$ cat config.mk
export PLATFORM = sky130hd
export DESIGN_NAME = mem_bus_arbiter
export DESIGN_NICKNAME = d
export VERILOG_FILES = /design/src/rtl/mem_bus_arbiter.sv
export SDC_FILE = /design/constraint.sdc
export NUM_CORES = 1
export LEC_CHECK = 0
export BUFFER_PORTS_ARGS = -buffer_cell sky130_fd_sc_hd__buf_4
export CAP_MARGIN = 20
export CORE_MARGIN = 8
export CORE_UTILIZATION = 45
export DETAILED_ROUTE_END_ITERATION = 8
export PLACE_DENSITY = 0.84
export SLEW_MARGIN = 30
export SYNTH_ARGS = -nofsm -noshare
export SYNTH_HDL_FRONTEND = slang
export SYNTH_SLANG_ARGS = --single-unit
$ cat constraint.sdc
create_clock -name clk -period 1.9 [get_ports clk]
set_input_delay 0.38 -clock clk [delete_from_list [all_inputs] [get_ports clk]]
set_output_delay 0.38 -clock clk [all_outputs]
set_load 0.02 [all_outputs]
$ cat src/rtl/mem_bus_arbiter.sv
// ---------------------------------------------------------------------------
// mem_bus_arbiter
//   Shares one memory bus between two cache requesters (port 0 = icache,
//   port 1 = dcache). Only one transaction is outstanding at a time, and a
//   tie goes to the port that was not granted last (round-robin). The winning
//   request is latched onto the mem_* outputs. After MEM_LATENCY cycles the
//   read data is captured, and the winner receives a one-cycle ready pulse.
//
// Ports
//   clk, reset                   clock, synchronous active-high reset
//   reqN_valid                   request from port N; held until ready is seen
//   reqN_address                 word address for port N
//   reqN_write_data              store data for port N
//   reqN_write_enable            1 = write, 0 = read
//   reqN_ready                   one-cycle completion pulse to port N
//   reqN_read_data               last read result for port N
//   mem_address/mem_write_data   memory bus address and store data
//   mem_write_enable             write strobe, first BUSY cycle of a write only
//   mem_read_data                memory bus read data
//   busy                         high while a transaction is in BUSY or RESP
// ---------------------------------------------------------------------------
module mem_bus_arbiter #(
  parameter int ADDR_W      = 32,
  parameter int DATA_W      = 32,
  parameter int MEM_LATENCY = 1
) (
  input  logic              clk,
  input  logic              reset,
  input  logic              req0_valid,
  input  logic [ADDR_W-1:0] req0_address,
  input  logic [DATA_W-1:0] req0_write_data,
  input  logic              req0_write_enable,
  output logic              req0_ready,
  output logic [DATA_W-1:0] req0_read_data,
  input  logic              req1_valid,
  input  logic [ADDR_W-1:0] req1_address,
  input  logic [DATA_W-1:0] req1_write_data,
  input  logic              req1_write_enable,
  output logic              req1_ready,
  output logic [DATA_W-1:0] req1_read_data,
  output logic [ADDR_W-1:0] mem_address,
  output logic [DATA_W-1:0] mem_write_data,
  output logic              mem_write_enable,
  input  logic [DATA_W-1:0] mem_read_data,
  output logic              busy
);

  typedef enum logic [1:0] {
    IDLE = 2'd0,
    BUSY = 2'd1,
    RESP = 2'd2
  } state_t;

  // The counter only has to hold MEM_LATENCY-1.
  localparam int CNT_W = (MEM_LATENCY > 1) ? $clog2(MEM_LATENCY) : 1;
  localparam logic [CNT_W-1:0] CNT_LOAD = CNT_W'(MEM_LATENCY - 1);

  state_t            state_r;
  state_t            next_state_s;
  logic              last_grant_r;
  logic              winner_r;
  logic              txn_write_r;
  logic [CNT_W-1:0]  cnt_r;
  logic              grant_s;
  logic              grant_port_s;
  logic [ADDR_W-1:0] sel_address_s;
  logic [DATA_W-1:0] sel_write_data_s;
  logic              sel_write_enable_s;

  // State register.
  always_ff @(posedge clk) begin
    if (reset) begin
      state_r <= IDLE;
    end else begin
      state_r <= next_state_s;
    end
  end

  // Next state and grant decision. On a tie the port that did not win last
  // time is chosen, so a waiting port is never starved.
  always_comb begin
    next_state_s = state_r;
    grant_s      = 1'b0;
    grant_port_s = 1'b0;
    case (state_r)
      IDLE: begin
        if (req0_valid && req1_valid) begin
          grant_s      = 1'b1;
          grant_port_s = ~last_grant_r;
        end else if (req0_valid) begin
          grant_s      = 1'b1;
          grant_port_s = 1'b0;
        end else if (req1_valid) begin
          grant_s      = 1'b1;
          grant_port_s = 1'b1;
        end else begin
          grant_s      = 1'b0;
          grant_port_s = 1'b0;
        end
        if (grant_s) begin
          next_state_s = BUSY;
        end else begin
          next_state_s = IDLE;
        end
      end
      BUSY: begin
        if (cnt_r == '0) begin
          next_state_s = RESP;
        end else begin
          next_state_s = BUSY;
        end
      end
      RESP: begin
        next_state_s = IDLE;
      end
      default: begin
        next_state_s = IDLE;
      end
    endcase
  end

  // Route the request fields of the port that would be granted.
  always_comb begin
    sel_address_s      = req0_address;
    sel_write_data_s   = req0_write_data;
    sel_write_enable_s = req0_write_enable;
    if (grant_port_s) begin
      sel_address_s      = req1_address;
      sel_write_data_s   = req1_write_data;
      sel_write_enable_s = req1_write_enable;
    end else begin
      sel_address_s      = req0_address;
      sel_write_data_s   = req0_write_data;
      sel_write_enable_s = req0_write_enable;
    end
  end

  // Bus drive, latency counting, read capture and the ready pulse. The write
  // strobe and the ready pulses default low, so each is high for one cycle.
  always_ff @(posedge clk) begin
    if (reset) begin
      last_grant_r     <= 1'b1;
      winner_r         <= 1'b0;
      txn_write_r      <= 1'b0;
      cnt_r            <= '0;
      mem_address      <= '0;
      mem_write_data   <= '0;
      mem_write_enable <= 1'b0;
      req0_ready       <= 1'b0;
      req1_ready       <= 1'b0;
      req0_read_data   <= '0;
      req1_read_data   <= '0;
      busy             <= 1'b0;
    end else begin
      mem_write_enable <= 1'b0;
      req0_ready       <= 1'b0;
      req1_ready       <= 1'b0;
      busy             <= (next_state_s != IDLE);
      case (state_r)
        IDLE: begin
          if (grant_s) begin
            winner_r         <= grant_port_s;
            last_grant_r     <= grant_port_s;
            txn_write_r      <= sel_write_enable_s;
            cnt_r            <= CNT_LOAD;
            mem_address      <= sel_address_s;
            mem_write_data   <= sel_write_data_s;
            mem_write_enable <= sel_write_enable_s;
          end
        end
        BUSY: begin
          if (cnt_r == '0) begin
            // Writes leave the read-data register of the winner untouched.
            if (!txn_write_r) begin
              if (winner_r) begin
                req1_read_data <= mem_read_data;
              end else begin
                req0_read_data <= mem_read_data;
              end
            end
            if (winner_r) begin
              req1_ready <= 1'b1;
            end else begin
              req0_ready <= 1'b1;
            end
          end else begin
            cnt_r <= cnt_r - CNT_W'(1);
          end
        end
        RESP: begin
          cnt_r <= '0;
        end
        default: begin
          cnt_r <= '0;
        end
      endcase
    end
  end

endmodule

==> results.cfg, run 1 <==
[status]
outcome = finished, final reports clean

[floorplanning]
chipHeight_um = 132.5
start_util_pct = 46.15
io_pins = 298
dieArea_um2 = 17570
die_x_um = 132.5
fp-row-count = 42
core_area_um2 = 13240

[placed_design]
dp_hpwl_um = 15410
routabilityCongestion = 0.8408
pre_cts_slack_ps = 69.71
numPortBuffers = 297

[timing]
relSlewSlack_pct = 51.34
rsz0062_at_grt = no
tightest_slew_ps = 729.9
setup_viol = 0
fin_hold_ws_ps = 218.0
fin_crit_ps = 1563
fin_tns_setup_ps = 0
fin_crit_sh_pct = 82.24
hold_viol = 0
fin_skew_ps = 7.788
max_freq_ghz = 0.6400
setup_ws_ps = 337.5
drv_slew = 0

[cts]
post-cts-setup-buffers = 0
cts.sinks = 137
cts_root_buf = clkbuf_16
post_cts_resized = 0
clk_latency_ps = 420
holdBufCountCts = 0
clkTransAtPathRegs_ps = 60
cts_buffers = 17
htreeDepth = 4
cts_tree = yes
clockBufferDepth = 2

[layout]
fin_nets = 1112
diodes = 0
multiInputGateArea_um2 = 2909
final_core_util_pct = 67.92
drive_gt1_share_pct = 42.54
final.fill_count = 1089
area_delta_synth_final_pct = 47.16
regArea_um2 = 2743

[synthesis]
syn_area_um2 = 6112
synthArstFlopShare_pct = 0
synthMuxAreaShare_pct = 0
synth_common_cells = dfxtp_1, nand2_1, a21oi_1, nand4_1, a311oi_2
ys_ff_latch = 137
synthXorXnorAreaFrac_pct = 0
yosysMostFrequentCell = dfxtp_1
synth-compound-area-share_pct = 31.10
synth_cells = 698
synth_top_area_share_pct = 44.87
synth_area_leaders = dfxtp_1, a311oi_2, a21oi_1
yosys_warnings = 0
synth.distinct_cells = 29
synth_top_family_by_area = compound AO/OA/AOI/OAI gates
synth-adder-area-share_pct = 0
syn-num-nets = 864
yosysSeqAreaShare_pct = 44.87
synth-main-ff-cell = dfxtp_1
synthSimpleGateAreaFrac_pct = 16.40
synth_edf_count = 0
syn_avg_cell_area_um2 = 8.757
netlist.top_cell.by_area = dfxtp_1

[global_routing]
overflow = 0
grt_max_degree = 82
grtUsageTotal_pct = 24.25
grt_pass1_wl_um = 34540
grt_antenna_before_repair = 0
grt_pass1_vias = 6476

[setup_path]
crit_type = register to register
crit_arrival_ps = 1850
startpoint = state_r[1]
cp.required_ps = 2180
cp-end-kind = register
r2r-start = state_r[1]
worst-path-max-fanout = 66
worstSetupStartpointType = register

[route]
first_pass_iters = 4
route.detailed.drc = 0
routed_via_density = 5.690
initialDrtViolationCount = 426
ant_nets = 0
num_vias = 6458
routed_wl_um = 21870
wl_per_cell_um = 19.27

[min_path]
hold_class = input pin to register
hp-start = mem_read_data[8]

[power]
switchingPower_w = 0.002583
power_per_cell_area_nw_per_um2 = 972.2
power.share.switching_pct = 29.53
irDropWorstVdd_mv = 0.5441
power.share.clock_pct = 39.7
p_comb_share_pct = 23.1
cellInternalPower_w = 0.006162
p_leak_nw = 3.630
power_frac_seq_pct = 37.2

[flow_run]
cap_violations = 0
## metal layers
metal	routed length, um	GRT usage (%)	vias up
li1	-	-	3071
met1	8139	26.73	2978
met2	10310	38.48	351
met3	2426	10.18	58
met4	994	14.26	0
met5	0	0	-
## area by class of cell
| cell class | count | share of cell area [%] |
|---|---|---|
| Tap cell | 176 | 2.448 |
| Clock inverter | 12 | 1.822 |
| Multi-Input combinational cell | 472 | 32.34 |
| Sequential cell | 137 | 30.49 |
| Clock buffer | 20 | 5.188 |
| Inverter | 2 | 0.08346 |
| Timing Repair Buffer | 316 | 27.63 |
## layout by cell type (no fill, tap or decap)
master        n
buf_4       307
dfxtp_1     137
nand2_1     129
a21oi_1     129
nand4_1      65
a311oi_2     50
o21ai_1      40
o21ai_0      26
clkbuf_16    17
a311oi_1     15
buf_12        9
clkinvlp_4    4
nor2_1        3
bufinv_16     3
clkbuf_8      3
inv_6         3
clkinv_4      2
and4bb_2      1
nand4bb_1     1
nor4b_4       1
or4b_1        1
inv_2         1
a211o_2       1
nor2_4        1
or2_2         1
and2_4        1
nand2_2       1
or3b_2        1
inv_1         1
and2_1        1
a211oi_1      1
a211o_1       1
a21boi_0      1
o21ba_2       1
## worst max-delay path, cell delays in order, from the launching register on
cell,delay (ps)
dfxtp_1,400
a211o_2,360
buf_12,210
o21ai_0,320
a311oi_1,140
## kinds of logic after synthesis
| logic type | count (synthesis) |
|---|---|
| AND/OR/NAND/NOR | 207 |
| AO/OA/AOI/OAI | 265 |
| flip-flops | 137 |
| buffers and inverters | 89 |
## worst paths after layout
kind / cells after the start / end / slack [ps]
setup / recovery: 4 / txn_write_r / 340
hold / removal: 3 / req0_read_data[8] / 220
setup reg to reg: 4 / txn_write_r / 340
hold reg to reg: 2 / req0_read_data[30] / 450
## power groups by stage
| stage | registers, W | logic (W) | clock network (W) |
|---|---|---|---|
| floorplan | 0.00356 | 0.000924 | 0 |
| detailed placement | 0.00330 | 0.00202 | 0 |
| finish | 0.00325 | 0.00202 | 0.00347 |
| CTS | 0.00325 | 0.00202 | 0.00352 |
| global placement | 0.00330 | 0.00200 | 0 |
| global route | 0.00328 | 0.00217 | 0.00366 |
## sequential cells by signal, summed over array words and instances (netlist names)
signal            cells
req0_read_data       32
req0_ready            1
txn_write_r           1
mem_write_enable      1
mem_address          32
req1_ready            1
winner_r              1
last_grant_r          1
state_r               2
req1_read_data       32
busy                  1
mem_write_data       32
## metrics by stage
| stage | power, W | std cells | area [um^2] |
|---|---|---|---|
| floorplan | 0.004481 | 698 | 6112 |
| global placement | 0.005299 | 1103 | 8364 |
| detailed placement | 0.005326 | 1103 | 8364 |
| CTS | 0.008795 | 1135 | 8995 |
| global route | 0.009108 | 1135 | 8995 |
| finish | 0.008745 | 1135 | 8995 |
Power figures use the tool's default switching activity.
==> run 2, diff against run 1 <==
--- a/config.mk
+++ b/config.mk
@@ -8,9 +8,9 @@
 export BUFFER_PORTS_ARGS = -buffer_cell sky130_fd_sc_hd__buf_4
 export CAP_MARGIN = 20
 export CORE_MARGIN = 8
-export CORE_UTILIZATION = 45
+export CORE_UTILIZATION = 42
 export DETAILED_ROUTE_END_ITERATION = 8
-export PLACE_DENSITY = 0.84
+export PLACE_DENSITY = 0.83
 export SLEW_MARGIN = 30
 export SYNTH_ARGS = -nofsm -noshare
 export SYNTH_HDL_FRONTEND = slang
==> constraint.sdc (replaced) <==
create_clock -name clk -period 1.36 [get_ports clk]
set_input_delay 0.272 -clock clk [delete_from_list [all_inputs] [get_ports clk]]
set_output_delay 0.272 -clock clk [all_outputs]
set_load 0.02 [all_outputs]
==> run 2 against run 1 <==
  * The run now ends with negative setup slack left
  * Core utilization shrank 1.3 points
  * Total power increased by 43%
  * Final area grew 6.4%
  * Fmax is 13% higher
  * Sequential power grew 39%
  * Routed wire length rose by 8.8%
  * Clock power rose by 35%
  * Critical path depth stayed put
  * Die area increased by 6.3%
  * Critical path type unchanged
  * Largest cell class is now buffers
  * Largest power group unchanged
==> results.cfg, run 2 (synthesis gave the netlist of run 1 again) <==
[floorplanning]
start_util_pct = 42.54
die_x_um = 136.6
io_pins = 298
chipHeight_um = 136.6
dieArea_um2 = 18670
fp-row-count = 44
core_area_um2 = 14370

[layout]
layout_commonest_cell = buf_4
final_cells = 1177
area_delta_synth_final_pct = 56.64
layout_common_cells = buf_4, dfxtp_1, nand2_1
drive_gt1_share_pct = 45.61
final_area_um2 = 9574
fin_nets = 1145

[timing]
max_freq_ghz = 0.7210
fin_crit_ps = 1387
fin_skew_ps = 6.411
fin_crit_sh_pct = 102.0
rsz0062_at_grt = yes
relSlewSlack_pct = 67.80
fin_hold_ws_ps = 114.5
tightest_slew_ps = 483.0
drv_slew = 0
setup_viol = 6
setup_ws_ps = -27.00
hold_viol = 0

[cts]
htreeDepth = 4
cts_tree = yes
holdBufCountCts = 0
cts_root_buf = clkbuf_16
cts.sinks = 137
cts_buffers = 17
clk_latency_ps = 410
clkTransAtPathRegs_ps = 60
clockBufferDepth = 2

[placed_design]
placed_area_um2 = 8666
dp_hpwl_um = 16030
numPortBuffers = 297
pre_cts_slack_ps = -108.5
placed_cells = 1131
routabilityCongestion = 0.8256

[power]
power_frac_seq_pct = 36.3
p_leak_nw = 3.905
irDropWorstVdd_mv = 0.8935
p_comb_share_pct = 26.0
power.total_w = 0.01248
cellInternalPower_w = 0.008797
power.share.clock_pct = 37.7
power_per_cell_area_nw_per_um2 = 1303
power.share.switching_pct = 29.49
switchingPower_w = 0.003680

[setup_path]
crit_type = register to register
cp-end-kind = register
crit_arrival_ps = 1670
worstSetupStartpointType = register
cp.required_ps = 1640
worst-path-max-fanout = 44

[global_routing]
grt_pass1_wl_um = 33930
grtUsageTotal_pct = 22.69
grt_antenna_before_repair = 2
grt_max_degree = 82
grt_pass1_vias = 6487
overflow = 0

[route]
wl_per_cell_um = 20.21
route.detailed.drc = 0
ant_nets = 0
initialDrtViolationCount = 320
routed_via_density = 5.708
first_pass_iters = 5
routed_wl_um = 23790
num_vias = 6718

[flow_run]
cap_violations = 0

[min_path]
hold_class = input pin to register

[status]
outcome = finished with violations
violations = negative setup slack
[run 2: cell types whose count changed in the layout (fill, tap and decap cells not counted), moves of 6 or more]
cell | before | now
o21ai_0 | 26 | 12
o21ai_1 | 40 | 50
buf_12 | 9 | 18
buf_6 | 0 | 9
buf_4 | 307 | 313
clkbuf_16 | 17 | 23
[run 2: worst max-delay path: stages, from the launching register on]
cell and delay (ps):
dfxtp_2 350, a211o_2 360, buf_12 190, o21ai_1 210
a311oi_2 130
[run 2: metrics by stage]
stage | setup TNS [ps] | utilization (%)
final | -71.30 | 66.63
after global routing | -2073 | 66.63
after CTS | -23.47 | 64.66
after detailed placement | -5301 | 60.31
after global placement | -2940 | 60.31
after floorplan | 0 | -
[run 2: cell type report]
| class | count | area [um^2] |
|---|---|---|
| fill | 1148 | 4795 |
| timing repair buffer | 349 | 3032 |
| multi-input combinational | 472 | 2947 |
| sequential | 137 | 2750 |
| clock buffer | 19 | 452.9 |
| tap | 184 | 230.2 |
| clock inverter | 12 | 150.1 |
| inverter | 2 | 7.507 |
| antenna | 2 | 5.005 |
[run 2: routing by layer]
layer	wire length, um	up-vias	GRT usage, %	share of wire (%)
met5	0	-	0	0
met4	861	0	11.29	3.6
met3	2796	56	8.700	12
li1	-	3141	-	-
met2	11460	354	36.77	48
met1	8667	3167	25.63	36
[run 2: path summary, 6_finish.rpt]
check / start / end / slack [ps] / depth (start not counted)
hold reg to reg: req0_read_data[17] / req0_read_data[17] / 450 / 2
setup / recovery: state_r[1] / mem_address[23] / -30 / 4
hold / removal: mem_read_data[17] / req0_read_data[17] / 110 / 3
setup reg to reg: state_r[1] / mem_address[23] / -30 / 4
[run 2: repair_timing]
action / in CTS / in global routing
buffers inserted: 0 / 4
cloned: 0 / 9
endpoints found under the setup margin: 56 / 93
gates resized for setup: 11 / 26
pin swaps: 1 / 25
[run 2: power by group through the flow]
| stage | Clock [W] | Sequential, W | Combinational (W) |
|---|---|---|---|
| finish | 0.00470 | 0.00453 | 0.00324 |
| global route | 0.00494 | 0.00457 | 0.00343 |
| CTS | 0.00477 | 0.00453 | 0.00303 |
| detailed placement | 0 | 0.00461 | 0.00301 |
| global placement | 0 | 0.00460 | 0.00297 |
| floorplan | 0 | 0.00497 | 0.00130 |
==> run 3, diff against run 2 <==
==> constraint.sdc (replaced) <==
create_clock -name clk -period 1.36 [get_ports clk]
set_input_delay 0.408 -clock clk [delete_from_list [all_inputs] [get_ports clk]]
set_output_delay 0.408 -clock clk [all_outputs]
set_load 0.02 [all_outputs]
==> run 3 against run 2 <==
  * The run still ends with negative setup slack left
  * Via count shrank 0.91%
  * Core utilization is essentially flat
  * Combinational power shrank 2%
  * Critical path depth increased by 1
  * Final area is essentially flat
  * Worst setup slack got worse by 7.1 ps
  * Hold slack better by 130 ps
  * Register-to-register slack hardly changed
  * Largest cell class is now multi-input gates
  * Highest routed layer unchanged
==> results.cfg, run 3 (synthesis gave the netlist of run 1 again) <==
[floorplanning]
core_area_um2 = 14370
start_util_pct = 42.54
dieArea_um2 = 18670
die_x_um = 136.6
fp-row-count = 44
io_pins = 298
chipHeight_um = 136.6

[setup_path]
startpoint = state_r[0]
worstSetupStartpointType = register
crit_type = register to register
r2r-start = state_r[0]
cp-end-kind = register
worst-path-max-fanout = 23
r2r_end = mem_write_data[7]
cp.required_ps = 1630
r2r_cells = 5
r2r_slack_ps = -30
crit_arrival_ps = 1670

[power]
power.share.clock_pct = 38.2
cellInternalPower_w = 0.008857
p_comb_share_pct = 25.4
power.total_w = 0.01246
p_leak_nw = 3.887
power_frac_seq_pct = 36.5
switchingPower_w = 0.003606
power.share.switching_pct = 28.93
irDropWorstVdd_mv = 0.8478
power_per_cell_area_nw_per_um2 = 1302

[timing]
relSlewSlack_pct = 76.42
hold_viol = 0
rsz0062_at_grt = yes
fin_crit_sh_pct = 102.5
setup_ws_ps = -34.14
fin_crit_ps = 1394
fin_skew_ps = 10.46
drv_slew = 0
fin_tns_setup_ps = -379.5
tightest_slew_ps = 350.1
max_freq_ghz = 0.7173
setup_viol = 34

[flow_run]
cap_violations = 0

[cts]
clk_latency_ps = 410
cts_tree = yes
htreeDepth = 4
cts.sinks = 137
clockBufferDepth = 2
holdBufCountCts = 0
cts_buffers = 17
clkTransAtPathRegs_ps = 60
cts_root_buf = clkbuf_16

[route]
ant_nets = 0
num_vias = 6657
routed_via_density = 5.690
wl_per_cell_um = 19.46
route.detailed.drc = 0
routed_wl_um = 22770
initialDrtViolationCount = 328
first_pass_iters = 4

[layout]
regArea_um2 = 2763
fin_nets = 1140
multiInputGateArea_um2 = 2995
final_core_util_pct = 66.62
final.fill_count = 1099
layout_commonest_cell = buf_4
final_area_um2 = 9573
drive_gt1_share_pct = 47.41
layout_common_cells = buf_4, nand2_1, a21oi_1, dfxtp_1, nand4_1
area_delta_synth_final_pct = 56.62

[global_routing]
grtUsageTotal_pct = 22.46
grt_max_degree = 58
grt_pass1_wl_um = 33380
grt_pass1_vias = 6398
grt_antenna_before_repair = 1
overflow = 0

[min_path]
hold_depth = 3
hold_class = input pin to register
hp-start = mem_read_data[10]
min_to = req1_read_data[10]

[status]
outcome = finished with violations
violations = negative setup slack

[placed_design]
dp_hpwl_um = 16020
numPortBuffers = 297
routabilityCongestion = 0.8252
placed_area_um2 = 8688
==> run 3: worst max-delay path by stage <==
stage | end | slack (ps) | cells past startpoint
4_1_cts | mem_write_data[7] | -10 | 5
2_1_floorplan | mem_address[0] | -70 | 6
6_report | mem_write_data[7] | -30 | 5
3_3_place_gp | mem_write_data[2] | -240 | 5
3_5_place_dp | mem_write_data[2] | -300 | 5
5_1_grt | mem_write_data[7] | -80 | 5
==> run 3: cell type report <==
| type | count | area share, % |
|---|---|---|
| Clock buffer | 19 | 4.522 |
| Inverter | 2 | 0.07842 |
| Multi-Input combinational cell | 472 | 31.29 |
| Clock inverter | 11 | 1.804 |
| Antenna cell | 1 | 0.02614 |
| Tap cell | 184 | 2.405 |
| Sequential cell | 137 | 28.86 |
| Timing Repair Buffer | 344 | 31.02 |
==> run 3: stage by stage <==
stage	hold WS [ps]	cells	setup WS (ps)
2_1_floorplan	450.2	698	-66.49
3_3_place_gp	442.4	1134	-243.5
3_5_place_dp	446.6	1134	-295.4
4_1_cts	231.3	1164	-12.96
5_1_grt	232.0	1170	-78.43
6_report	247.7	1170	-34.14
==> run 3: layer usage <==
metal  global-route usage [%]  vias up  share of wire [%]
met1                    26.07     3147                 38
li1                         -     3132                  -
met4                    9.518        0                2.6
met3                    8.076       38                 10
met5                        0        -                  0
met2                    36.69      340                 49
==> run 3: what timing repair did <==
item / CTS / global route
buffers inserted: 0 / 0
hold endpoints to repair: 0 / 0
gates cloned: 0 / 5
pin swaps: 5 / 4
setup endpoints to repair: 115 / 108
resized for setup: 24 / 34
==> run 3: power by group through the flow <==
stage / Sequential (W) / Combinational, W / Clock, W
2_1_floorplan: 0.00497 / 0.00132 / 0
3_3_place_gp: 0.00460 / 0.00296 / 0
3_5_place_dp: 0.00461 / 0.00300 / 0
4_1_cts: 0.00453 / 0.00304 / 0.00484
5_1_grt: 0.00458 / 0.00336 / 0.00505
6_report: 0.00454 / 0.00316 / 0.00475
==> run 3: worst max-delay path, cell delays in order, from the launching register on <==
cell and delay, ps:
dfxtp_2 350, nor2_4 160, buf_12 170, and2_4 230, buf_12 200, a311oi_2 130
